$ cat src/rtl/regfile_param_sb.sv
// regfile_param_sb: multi-read register file with write bypass and busy scoreboard
module regfile_param_sb #(
    parameter int DATA_W = 16,
    parameter int ADDR_W = 4,
    parameter bit BYPASS = 1
) (
    input  logic              clk,
    input  logic              rst,
    input  logic [ADDR_W-1:0] rd_addr1,
    input  logic [ADDR_W-1:0] rd_addr2,
    output logic [DATA_W-1:0] rd_data1,
    output logic [DATA_W-1:0] rd_data2,
    input  logic              wr_en,
    input  logic [ADDR_W-1:0] wr_addr,
    input  logic [DATA_W-1:0] wr_data,
    input  logic              rsv_en,
    input  logic [ADDR_W-1:0] rsv_addr,
    output logic              busy1,
    output logic              busy2,
    output logic [ADDR_W:0]   busy_cnt
);
    localparam int NUM_REGS = 2 ** ADDR_W;
    logic [DATA_W-1:0] regs_q [NUM_REGS];
    logic [DATA_W-1:0] regs_d [NUM_REGS];
    logic [NUM_REGS-1:0] busy_q, busy_d;
    logic [ADDR_W:0] busy_cnt_q, busy_cnt_d;
    logic wr_ok, byp1, byp2;
    always_comb begin
        wr_ok = wr_en && (wr_addr != '0);
        regs_d = regs_q;
        busy_d = busy_q;
        if (wr_ok) begin
            regs_d[wr_addr] = wr_data;
            busy_d[wr_addr] = 1'b0;
        end
        // a reservation in the same cycle as the write marks a new producer, so it wins
        if (rsv_en) busy_d[rsv_addr] = 1'b1;
        busy_d[0] = 1'b0;
        busy_cnt_d = '0;
        for (int i = 0; i < NUM_REGS; i++) busy_cnt_d = busy_cnt_d + {{ADDR_W{1'b0}}, busy_d[i]};
    end
    always_ff @(posedge clk) begin
        if (rst) begin
            regs_q <= '{default: '0};
            busy_q <= '0;
            busy_cnt_q <= '0;
        end else begin
            regs_q <= regs_d;
            busy_q <= busy_d;
            busy_cnt_q <= busy_cnt_d;
        end
    end
    assign byp1 = BYPASS && wr_ok && (wr_addr == rd_addr1);
    assign byp2 = BYPASS && wr_ok && (wr_addr == rd_addr2);
    assign rd_data1 = byp1 ? wr_data : regs_q[rd_addr1];
    assign rd_data2 = byp2 ? wr_data : regs_q[rd_addr2];
    assign busy1 = byp1 ? 1'b0 : busy_q[rd_addr1];
    assign busy2 = byp2 ? 1'b0 : busy_q[rd_addr2];
    assign busy_cnt = busy_cnt_q;
endmodule

$ cat config.mk
export PLATFORM = sky130hd
export DESIGN_NAME = regfile_param_sb
export DESIGN_NICKNAME = d
export VERILOG_FILES = /design/src/rtl/regfile_param_sb.sv
export SDC_FILE = /design/constraint.sdc
export NUM_CORES = 1
export LEC_CHECK = 0
export CORE_UTILIZATION = 46
export CTS_BUF_LIST = sky130_fd_sc_hd__clkbuf_16
export DETAILED_ROUTE_END_ITERATION = 10
export PLACE_DENSITY = 0.73
export SLEW_MARGIN = 10
export SYNTH_ARGS = -nofsm -noshare
export SYNTH_HDL_FRONTEND = slang
export SYNTH_SLANG_ARGS = --single-unit
$ cat constraint.sdc
create_clock -name clk -period 13.4 [get_ports clk]
set_input_delay 2.01 -clock clk [delete_from_list [all_inputs] [get_ports clk]]
set_output_delay 2.01 -clock clk [all_outputs]
set_load 0.01 [all_outputs]
==> flow_summary.ini <==
[status]
status = finished, final reports clean

[clock_tree]
clk_pin_slew_ns = 0.06
cts_tree = yes
cts-htree-levels = 1
cts_root_buf = clkbuf_16
clock_latency_ns = 0.55
cts_sinks = 275
cts_buffers = 29
post-cts-setup-buffers = 0
hold_buffers = 0
cts_buffer_depth = 3
post_cts_resized = 0

[synthesis]
synthXorXnorAreaFrac_pct = 0.538
synth_cell_type_count = 34
synth.top_cell.area_share_pct = 37.6
synth_common_cells = nand2_1, dfxtp_1, a21oi_1
synth_top_family_by_area = multiplexers
async_flop_share_pct = 0
synth_nets = 1606
synth_area_um2 = 14600
synth-seq-cells = 275
yosysWarnings = 0
yosysMostFrequentCell = nand2_1
yosys.area_share.simple_pct = 15.9
synthTopCellsByArea = dfxtp_1, mux4_2, nand2_1
synthAdderAreaFrac_pct = 1.54
seq_area_frac_synth_pct = 37.6
synth_enable_flop_cells = 0
syn_avg_cell_area_um2 = 9.40
synthesis.instances = 1558
synth_mux_area_share_pct = 30.2
yosys.area.top_type = dfxtp_1
synth_flop_cell = dfxtp_1
synth_compound_area_share_pct = 9.27

[floorplan]
ioPinCount = 75
start_util_pct = 47.3
die_w_um = 180
rows = 64
dieArea_um2 = 32500
fp.coreArea_um2 = 31000
die_height_um = 180

[pwr]
power_frac_clock_pct = 41.7
peakVddDrop_mv = 0.0917
p_leak_nw = 5.50
internal_power_mw = 1.29
pwr-share-comb_pct = 10.3
p_per_area_nw_per_um2 = 108
share_seq_of_total_power_pct = 48.0
p_sw_mw = 0.456
swShare_pct = 26.1

[timing]
setup_slack_ns = 5.96
slew_headroom_pct = 15.1
finalSetupTns_ns = 0
fmax_mhz = 134
final-setup-viol-count = 0
final-max-slew-violation-count = 0
finalCriticalPeriod_ns = 7.44
finalHoldViolations = 0
worstMarginPinSlew_ns = 1.27
fin_crit_sh_pct = 55.5
rsz0062_at_grt = false
finClkSkew_ns = 0.00407

[final_layout]
finish.utilization_pct = 52.1
seqCellArea_um2 = 5510
multiInputGateArea_um2 = 8450
diodes = 0
syn2layout_area_growth_pct = 10.3
post_route_cells_drive_above_1_share_pct = 16.1
fin_nets = 1576
stdcell_count = 1946
fillers = 2701

[worst_setup_path]
critPathLaunchType = primary input
crit_type = primary input to primary output
rrSetupSlack_ns = 9.44
cpMaxStageDelayCell = nor2_2
cp_cell_sequence = buf_4 > buf_4 > xnor2_1 > nand4_1 > nor2_2 > mux2_2 > clkdlybuf4s50_1
crit_path_start = rd_addr2[0]
required_ns = 11.39
cp_top_family = buffers and inverters
r2r_start = busy_q[10]
worstPathMaxFanout = 46
crit_arrival_ns = 5.43
crit_path_end_kind = primary output
max_stage_delay_ns = 0.86
path_buf_inv = 3
crit_top_cell = buf_4

[detailed_routing]
vias = 12200
drt_iter0_markers = 1517
avgViaCountPerCell = 6.25
wl_um = 44700
routedWlPerCell_um = 23.0
drtAntennaViolNets = 0
dr.pass1.iters = 5
drc = 0

[worst_hold_path]
hold_class = flop to flop
hold_path.startpoint = regs_q[24]

[placed_design]
portBuffers = 73
dp.final_hpwl_um = 26900
dp_slack_ns = 5.67
placedCellCount = 1893
place_congestion = 0.825

[global_route]
antenna_found_initial = 0
grt_pass1_vias = 11800
grt_pass1_wl_um = 68900
grt_max_degree = 102
grt.total_usage_pct = 27.4
gr-total-overflow = 0

[flow_run]
drv_cap = 0
worst register-to-register path: cells and delay by family, from the launching register on:
| kind | cells | cell delay, ns |
|---|---|---|
| compound gates | 1 | 0.23 |
| fa+ha+maj | 6 | 2.84 |
| buf+inv | 4 | 0.27 |
| flops | 1 | 0.33 |
| simple gates | 1 | 0.14 |
stage by stage:
| step | total power [mW] | cell area (µm²) | hold WS (ns) |
|---|---|---|---|
| 5_1_grt | 1.80 | 16200 | 0.478 |
| 3_3_place_gp | 1.03 | 15300 | 0.448 |
| 4_1_cts | 1.75 | 16200 | 0.465 |
| 2_1_floorplan | 0.978 | 14600 | 0.443 |
| 6_report | 1.75 | 16200 | 0.464 |
| 3_5_place_dp | 1.03 | 15300 | 0.456 |
sequential cells by signal (all words and copies together), names as in the netlist:
signal	flops
regs_q	256
busy_cnt	4
busy_q	15
area by class of cell:
cell class                 instances  share of cell area [%]
timing repair buffer              89                    5.17
clock buffer                      29                    4.49
inverter                          10                   0.232
clock inverter                    24                   0.689
tap                              396                    3.07
multi-input combinational       1123                    52.3
sequential                       275                    34.1
worst paths after layout:
check	endpoint	depth (start not counted)
min	regs_q[24]	2
max reg2reg	busy_cnt[1]	12
max	rd_data2[4]	7
min reg2reg	regs_q[24]	2
kinds of logic (layout without fill, tap and decap cells):
group                    after synthesis  in the layout
XOR/XNOR                               9              9
other                                  1              1
multiplexers                         268            268
AO/OA/AOI/OAI                        258            258
buffers and inverters                160            152
adder cells (fa/ha/maj)               12             12
flip-flops                           275            275
AND/OR/NAND/NOR                      575            575
power groups by stage:
stage	registers (mW)	logic (mW)	clock network, mW
after floorplan	0.853	0.124	0
after global placement	0.854	0.175	0
after detailed placement	0.855	0.177	0
final	0.837	0.180	0.729
after CTS	0.837	0.178	0.732
after global routing	0.838	0.191	0.769
layer usage:
layer,routed length (µm),up-vias,share of wire [%],track usage (%)
li1,-,5355,-,-
met3,5040,110,11,4.57
met1,17800,5913,40,37.8
met2,20200,781,45,43.0
met4,1640,0,3.7,10.5
met5,0,-,0,0
placed cells by master (no fill, tap or decap), types with 3 or more instances in the layout:
cell type and instances:
dfxtp_1 275, a32oi_1 3, nor2b_1 31, buf_4 20, nor2_1 14, a22oi_1 4, clkbuf_16 29, mux4_2 136
clkdlybuf4s50_1 66, mux2i_1 100, clkinv_1 8, fa_1 10, nand3_1 5, nand2_1 495, nor2_2 13, a21oi_1 241
a22o_1 7, xnor2_1 9, clkinv_2 11, and3b_1 3, mux2_2 32, inv_1 14
Power figures use the tool's default switching activity.
